## config.mk

```make
export PLATFORM = sky130hd
export DESIGN_NAME = ysyx_22040931_mem_arbiter
export DESIGN_NICKNAME = d
export VERILOG_FILES = /design/src/rtl/ysyx_22040931_mem_arbiter_pkg.sv /design/src/rtl/ysyx_22040931_wstrb_gen.sv /design/src/rtl/ysyx_22040931_mem_arbiter.sv
export SDC_FILE = /design/constraint.sdc
export NUM_CORES = 1
export LEC_CHECK = 0
export CAP_MARGIN = 20
export CELL_PAD_IN_SITES_DETAIL_PLACEMENT = 1
export CELL_PAD_IN_SITES_GLOBAL_PLACEMENT = 2
export CORE_AREA = 2 2 206 208
export DETAILED_ROUTE_END_ITERATION = 16
export DIE_AREA = 0 0 208 210
export PLACE_DENSITY_LB_ADDON = 0.1
export SLEW_MARGIN = 20
export SYNTH_ARGS = -nofsm -noshare
export SYNTH_HDL_FRONTEND = slang
export SYNTH_HIERARCHICAL = 1
export SYNTH_SLANG_ARGS = --single-unit
```

## constraint.sdc

```tcl
create_clock -name clk -period 17.1 [get_ports clk]
set_input_delay 5.13 -clock clk [delete_from_list [all_inputs] [get_ports clk]]
set_output_delay 5.13 -clock clk [all_outputs]
set_load 0.1 [all_outputs]
```

## src/rtl/ysyx_22040931_mem_arbiter_pkg.sv

```systemverilog
// Shared constants for the memory-port arbiter: access size codes, FSM states, requester ids.
// Pure definitions; no timing or flow-control behaviour of its own.
package ysyx_22040931_mem_arbiter_pkg;

   localparam logic [1:0] SIZE_B = 2'b00;
   localparam logic [1:0] SIZE_H = 2'b01;
   localparam logic [1:0] SIZE_W = 2'b10;
   localparam logic [1:0] SIZE_D = 2'b11;

   typedef enum logic [1:0] {
      IDLE = 2'd0,
      REQ  = 2'd1,
      WAIT = 2'd2
   } state_t;

   typedef enum logic {
      OWN_IF = 1'b0,
      OWN_LS = 1'b1
   } owner_t;

   function automatic logic [7:0] size_mask(input logic [1:0] size);
      logic [7:0] m;
      case (size)
         SIZE_B:  m = 8'h01;
         SIZE_H:  m = 8'h03;
         SIZE_W:  m = 8'h0F;
         default: m = 8'hFF;
      endcase
      return m;
   endfunction

endpackage

```

## src/rtl/ysyx_22040931_wstrb_gen.sv

```systemverilog
// Byte-strobe and alignment check for one LS access; purely combinational, zero latency.
// No flow control: outputs follow size/addr/wr in the same cycle.
module ysyx_22040931_wstrb_gen
   import ysyx_22040931_mem_arbiter_pkg::*;
(
   input  logic [1:0] size,
   input  logic [2:0] addr,
   input  logic       wr,
   output logic [7:0] wstrb,
   output logic       misalign
);

   always_comb begin
      misalign = 1'b0;
      case (size)
         SIZE_H:  misalign = addr[0];
         SIZE_W:  misalign = |addr[1:0];
         SIZE_D:  misalign = |addr;
         default: misalign = 1'b0;
      endcase
   end

   assign wstrb = wr ? (size_mask(size) << addr) : 8'h00;

endmodule

```

## src/rtl/ysyx_22040931_mem_arbiter.sv

```systemverilog
// Round-robin IF/LS arbiter sequencing one memory transaction at a time (accept c0, request c1, earliest response c2).
// mem_req_ready low parks the latched request in REQ unchanged; requesters wait for ready; misaligned LS is rejected in one cycle.
module ysyx_22040931_mem_arbiter
   import ysyx_22040931_mem_arbiter_pkg::*;
#(
   parameter int ADDR_W = 64,
   parameter int DATA_W = 64
) (
   input  logic                  clk,
   input  logic                  rst,
   input  logic                  if_req_valid,
   input  logic [ADDR_W-1:0]     if_req_addr,
   output logic                  if_req_ready,
   output logic                  if_rsp_valid,
   output logic [DATA_W-1:0]     if_rsp_data,
   input  logic                  ls_req_valid,
   input  logic                  ls_req_wr,
   input  logic [1:0]            ls_req_size,
   input  logic [ADDR_W-1:0]     ls_req_addr,
   input  logic [DATA_W-1:0]     ls_req_wdata,
   output logic                  ls_req_ready,
   output logic                  ls_rsp_valid,
   output logic [DATA_W-1:0]     ls_rsp_data,
   output logic                  ls_misalign,
   output logic                  mem_req_valid,
   input  logic                  mem_req_ready,
   output logic                  mem_req_wr,
   output logic [ADDR_W-1:0]     mem_req_addr,
   output logic [DATA_W-1:0]     mem_req_wdata,
   output logic [DATA_W/8-1:0]   mem_req_wstrb,
   input  logic                  mem_rsp_valid,
   input  logic [DATA_W-1:0]     mem_rsp_data
);

   localparam int STRB_W = DATA_W / 8;

   typedef struct packed {
      owner_t              owner;
      logic                wr;
      logic [ADDR_W-1:0]   addr;
      logic [DATA_W-1:0]   wdata;
      logic [7:0]          wstrb;
   } req_t;

   state_t     state_q, state_d;
   owner_t     last_q, last_d;
   req_t       req_q, req_d;
   logic [7:0] ls_wstrb;
   logic       ls_bad;
   logic       ls_ok;
   logic       grant_if;
   logic       grant_ls;

   ysyx_22040931_wstrb_gen u_wstrb_gen (
      .size     (ls_req_size),
      .addr     (ls_req_addr[2:0]),
      .wr       (ls_req_wr),
      .wstrb    (ls_wstrb),
      .misalign (ls_bad)
   );

   always_comb begin
      state_d      = state_q;
      last_d       = last_q;
      req_d        = req_q;
      ls_ok        = 1'b0;
      grant_if     = 1'b0;
      grant_ls     = 1'b0;
      if_req_ready = 1'b0;
      ls_req_ready = 1'b0;
      ls_misalign  = 1'b0;
      if_rsp_valid = 1'b0;
      ls_rsp_valid = 1'b0;
      case (state_q)
         IDLE: begin
            // Gated by rst so every output reads 0 while reset is held.
            if (!rst) begin
               ls_ok = ls_req_valid & ~ls_bad;
               if (if_req_valid && ls_ok) begin
                  grant_ls = (last_q == OWN_IF);
                  grant_if = ~grant_ls;
               end else begin
                  grant_if = if_req_valid;
                  grant_ls = ls_ok;
               end
               ls_misalign  = ls_req_valid & ls_bad;
               if_req_ready = grant_if;
               ls_req_ready = grant_ls | ls_misalign;
               if (grant_if) begin
                  req_d.owner = OWN_IF;
                  req_d.wr    = 1'b0;
                  req_d.addr  = if_req_addr;
                  req_d.wdata = '0;
                  req_d.wstrb = 8'h00;
                  last_d      = OWN_IF;
                  state_d     = REQ;
               end else if (grant_ls) begin
                  req_d.owner = OWN_LS;
                  req_d.wr    = ls_req_wr;
                  req_d.addr  = ls_req_addr;
                  req_d.wdata = ls_req_wdata;
                  req_d.wstrb = ls_wstrb;
                  last_d      = OWN_LS;
                  state_d     = REQ;
               end
            end
         end
         REQ: begin
            if (mem_req_ready) state_d = WAIT;
         end
         WAIT: begin
            if (mem_rsp_valid) begin
               if_rsp_valid = (req_q.owner == OWN_IF);
               ls_rsp_valid = (req_q.owner == OWN_LS);
               state_d      = IDLE;
            end
         end
         default: state_d = IDLE;
      endcase
   end

   always_ff @(posedge clk or posedge rst) begin
      if (rst) begin
         state_q <= IDLE;
         last_q  <= OWN_IF;
         req_q   <= '0;
      end else begin
         state_q <= state_d;
         last_q  <= last_d;
         req_q   <= req_d;
      end
   end

   assign mem_req_valid = (state_q == REQ);
   assign mem_req_wr    = req_q.wr;
   assign mem_req_addr  = req_q.addr;
   assign mem_req_wdata = req_q.wdata;
   assign mem_req_wstrb = STRB_W'(req_q.wstrb);
   assign if_rsp_data   = if_rsp_valid ? mem_rsp_data : '0;
   assign ls_rsp_data   = ls_rsp_valid ? mem_rsp_data : '0;

endmodule

```

==> impl_metrics.xml <==
<?xml version="1.0" encoding="UTF-8"?>
<metrics>
  <group name="run_status">
    <metric name="run_status" unit="">complete, no violations</metric>
  </group>
  <group name="clocking">
    <metric name="h_tree_level_count" unit="">4</metric>
    <metric name="cts.hold.buffers_added" unit="">0</metric>
    <metric name="ctsResizeCount" unit="">0</metric>
    <metric name="cts_tree" unit="">built</metric>
    <metric name="clkTransAtPathRegs" unit="ns">0.08</metric>
    <metric name="postCtsSetupRepairBufs" unit="">0</metric>
    <metric name="tritoncts.num_buffers" unit="">17</metric>
    <metric name="clock_tree.buffer_depth" unit="">2</metric>
    <metric name="clock_root_buffer" unit="">sky130_fd_sc_hd__clkbuf_16</metric>
    <metric name="numClockSinks" unit="">140</metric>
    <metric name="insertion_delay_of_the_later_clocked_pin_in_the_worst_skew_pair" unit="ns">0.43</metric>
  </group>
  <group name="timing">
    <metric name="report.final.setup_viol" unit="">0</metric>
    <metric name="finalClockSkew" unit="ns">0.01159</metric>
    <metric name="period_minus_slack" unit="ns">13.57</metric>
    <metric name="fin_tns_setup" unit="ns">0</metric>
    <metric name="final_min_period_over_clock_period" unit="">0.7938</metric>
    <metric name="fmax" unit="MHz">73.67</metric>
    <metric name="max-slew-margin-rel" unit="">0.2333</metric>
    <metric name="timing_hold_violations_final" unit="">0</metric>
    <metric name="rsz0062_at_grt" unit="">false</metric>
    <metric name="final_max_slew_viol_count" unit="">0</metric>
    <metric name="transition_time_of_the_tightest_slew_check_pin" unit="ns">1.138</metric>
  </group>
  <group name="grt">
    <metric name="globalRouteTotalUtil" unit="">0.1868</metric>
    <metric name="first_global_vias" unit="">8586</metric>
    <metric name="grt_antenna_before_repair" unit="">7</metric>
    <metric name="pin_count_of_the_biggest_net_entering_global_routing" unit="">92</metric>
    <metric name="grt_pass1_wl" unit="mm">61.02</metric>
    <metric name="grt_overflow_total" unit="">0</metric>
  </group>
  <group name="logic_synthesis">
    <metric name="synth_sequential_area_ratio" unit="">0.4541</metric>
    <metric name="synth.cell_area" unit="mm2">0.007715</metric>
    <metric name="synth_area_per_cell" unit="um2">9.560</metric>
    <metric name="post_synth_inst_count" unit="">807</metric>
    <metric name="yosysWarnings" unit="">6</metric>
    <metric name="netlist-cell-type-count" unit="">34</metric>
    <metric name="synth_top_flop_cell" unit="">sky130_fd_sc_hd__dfrtp_1</metric>
    <metric name="mappedNetlistNets" unit="">1072</metric>
    <metric name="postSynthRegisterBits" unit="">140</metric>
    <metric name="synth_enable_flop_cells" unit="">0</metric>
    <metric name="synth_async_sr_flop_share" unit="">1.000</metric>
  </group>
  <group name="detailed_routing">
    <metric name="number_of_vias_after_detailed_routing" unit="">8220</metric>
    <metric name="post_drt_wl_per_cell" unit="um">22.84</metric>
    <metric name="wire_length_after_detailed_routing" unit="mm">41.94</metric>
    <metric name="detailedRoute.firstIterationViolations" unit="">501</metric>
    <metric name="drt-vias-per-instance" unit="">4.477</metric>
    <metric name="drtPass1Iterations" unit="">4</metric>
    <metric name="drc_errors" unit="">0</metric>
    <metric name="detail-route-antenna-nets" unit="">0</metric>
  </group>
  <group name="layout">
    <metric name="utilization" unit="">0.3385</metric>
    <metric name="nets" unit="">1546</metric>
    <metric name="post_route_cells_drive_above_1_share" unit="">0.04560</metric>
    <metric name="final_area" unit="mm2">0.01404</metric>
    <metric name="finalNonFillerCells" unit="">1836</metric>
    <metric name="flow.area_growth_from_synthesis" unit="%">81.97</metric>
  </group>
  <group name="die">
    <metric name="die_height" unit="um">210</metric>
    <metric name="die_area" unit="mm2">0.04368</metric>
    <metric name="die_span_x" unit="um">208</metric>
    <metric name="top_level_ports" unit="">536</metric>
    <metric name="core_area" unit="mm2">0.04148</metric>
    <metric name="initial_core_util" unit="">0.1860</metric>
    <metric name="fp-row-count" unit="">75</metric>
  </group>
  <group name="setup_path">
    <metric name="critical_path.endpoint_type" unit="">output port</metric>
    <metric name="crit_path_max_incr_delay" unit="ns">1.19</metric>
    <metric name="cp_cell_sequence" unit="">clkdlybuf4s50_1 -&gt; a21oi_1 -&gt; o21ai_0 -&gt; nor3b_2 -&gt; nor3_1 -&gt; clkdlybuf4s50_1</metric>
    <metric name="critical_path.n_buffers_inverters" unit="">2</metric>
    <metric name="worst-endpoint-arrival" unit="ns">8.44</metric>
    <metric name="timing.critical_path.mode_cell" unit="">sky130_fd_sc_hd__clkdlybuf4s50_1</metric>
    <metric name="critical_path_required" unit="ns">11.97</metric>
    <metric name="timing.critical_path.slowest_stage_cell" unit="">sky130_fd_sc_hd__clkdlybuf4s50_1</metric>
    <metric name="r2r_setup_slack" unit="ns">14.31</metric>
    <metric name="criticalPathCategory" unit="">in -&gt; out</metric>
    <metric name="cp_top_family" unit="">buffers and inverters</metric>
    <metric name="critical_path.startpoint_type" unit="">input port</metric>
    <metric name="path_max_fanout" unit="">12</metric>
  </group>
  <group name="power">
    <metric name="report.power.total" unit="uW">2555</metric>
    <metric name="power.net_switching" unit="uW">1510</metric>
    <metric name="clkPwrFrac" unit="">0.155</metric>
    <metric name="comb_power_share" unit="">0.642</metric>
    <metric name="ir_drop" unit="V">0.0001044</metric>
    <metric name="p_leak" unit="uW">0.005754</metric>
    <metric name="sequentialPowerShare" unit="">0.203</metric>
    <metric name="internal-power" unit="uW">1044</metric>
    <metric name="sw_frac_of_total" unit="">0.5912</metric>
    <metric name="power-per-cell-area" unit="mW/mm2">182.0</metric>
  </group>
  <group name="placed_design">
    <metric name="io_buffers" unit="">535</metric>
    <metric name="placed_cells_incl_taps" unit="">1801</metric>
    <metric name="detailedPlacementHpwl" unit="mm">29.64</metric>
    <metric name="placement.cell_area" unit="mm2">0.01342</metric>
    <metric name="globalplace.congestion" unit="">0.7520</metric>
  </group>
  <group name="min_path">
    <metric name="hold_class" unit="">reg -&gt; reg</metric>
  </group>
  <group name="flow_run">
    <metric name="max_cap_violations" unit="">0</metric>
  </group>
</metrics>
==> worst reg2reg max path, cell delays in order (launching register included) <==
cell,delay (ns)
sky130_fd_sc_hd__dfrtp_1,0.43
sky130_fd_sc_hd__or3_2,0.56
sky130_fd_sc_hd__buf_4,0.40
sky130_fd_sc_hd__a211oi_4,0.31
sky130_fd_sc_hd__buf_4,0.69
sky130_fd_sc_hd__a22o_1,0.34
==> layout make-up <==
cell class                      count  area (um2)
Fill cell                        4737       27440
Timing Repair Buffer              545        5423
Multi-Input combinational cell    505        3540
Sequential cell                   140        3503
Tap cell                          539       674.4
Clock buffer                       18       439.2
Inverter                           72       277.8
Clock inverter                     14       173.9
Antenna cell                        3       7.507
==> path summary, 6_finish.rpt <==
kind                                             start                            end  cells after the start
min in group asynchronous                          rst   mem_req_addr[53]$_DFFE_PP0P_                      2
worst max register to register  state_q[0]$_DFFE_PP0P_  mem_req_wdata[49]$_DFFE_PP0P_                      5
worst max-delay path                    ls_req_addr[2]                   if_req_ready                      6
max in group asynchronous                          rst   mem_req_addr[44]$_DFFE_PP0P_                      3
worst min register to register  mem_req_wr$_DFFE_PP0P_         mem_req_wr$_DFFE_PP0P_                      1
worst min-delay path            mem_req_wr$_DFFE_PP0P_         mem_req_wr$_DFFE_PP0P_                      1
==> cells in the mapped netlist (all sizes together), types with 2 or more instances <==
library cell / number / area (um2)
a211oi: 2 / 27.53
a21oi: 4 / 20.02
a221oi: 66 / 584.3
a22o: 73 / 639.4
a22oi: 64 / 480.5
and2: 193 / 1210
buf: 18 / 152.7
clkbuf: 72 / 280.3
dfrtp: 140 / 3503
inv: 72 / 270.3
nand2: 4 / 15.01
nand2b: 4 / 25.02
nor2: 2 / 7.510
nor3: 10 / 50.05
o21ai: 72 / 364.1
or2: 2 / 12.52
==> power by group through the flow <==
stage	registers, uW	clock network [uW]	logic, uW
2_1_floorplan	1380	0	345
4_1_cts	519	409	1650
5_1_grt	537	423	1700
3_3_place_gp	520	0	1650
3_5_place_dp	524	0	1650
6_report	518	397	1640
==> state kept, by name (all words and copies together), names as in the netlist <==
name           count
mem_req_addr      64
mem_req_wr         1
mem_req_wdata     64
state_q            2
req_q              1
mem_req_wstrb      8
==> cell families (layout without fill, tap and decap cells) <==
| group | Yosys count | count (layout) | share of synthesized area |
|---|---|---|---|
| compound gates | 285 | 285 | 0.2789 |
| flops | 140 | 140 | 0.4541 |
| other cells | 0 | 3 | 0 |
| simple gates | 220 | 220 | 0.1758 |
| buf+inv | 162 | 649 | 0.09115 |
==> stage by stage <==
step | hold WS [ns] | setup WS, ns
global placement | 0.4873 | 3.597
floorplan | 0.5516 | 3.996
detailed placement | 0.4898 | 3.598
finish | 0.5042 | 3.525
CTS | 0.5096 | 3.588
global route | 0.5171 | 3.366
==> layout by cell type (no fill, tap or decap), drive strengths merged, types with 2 or more instances in the layout <==
master | Yosys | routed
a211oi | 2 | 2
a21oi | 4 | 4
a221oi | 66 | 66
a22o | 73 | 73
a22oi | 64 | 64
and2 | 193 | 193
buf | 18 | 12
clkbuf | 72 | 18
clkdlybuf4s50 | 0 | 533
clkinv | 0 | 4
dfrtp | 140 | 140
diode | 0 | 3
inv | 72 | 81
nand2 | 4 | 4
nand2b | 4 | 4
nor2 | 2 | 2
nor3 | 10 | 10
o21ai | 72 | 72
or2 | 2 | 2
==> per-layer routing <==
metal	global-route usage	vias up	wire, um
met5	0	-	71
met4	0.02812	10	257
met3	0.06123	24	3051
met2	0.2964	259	19680
met1	0.2524	4107	18880
li1	-	3820	-
Note: power is estimated with default switching activity, not from simulation.
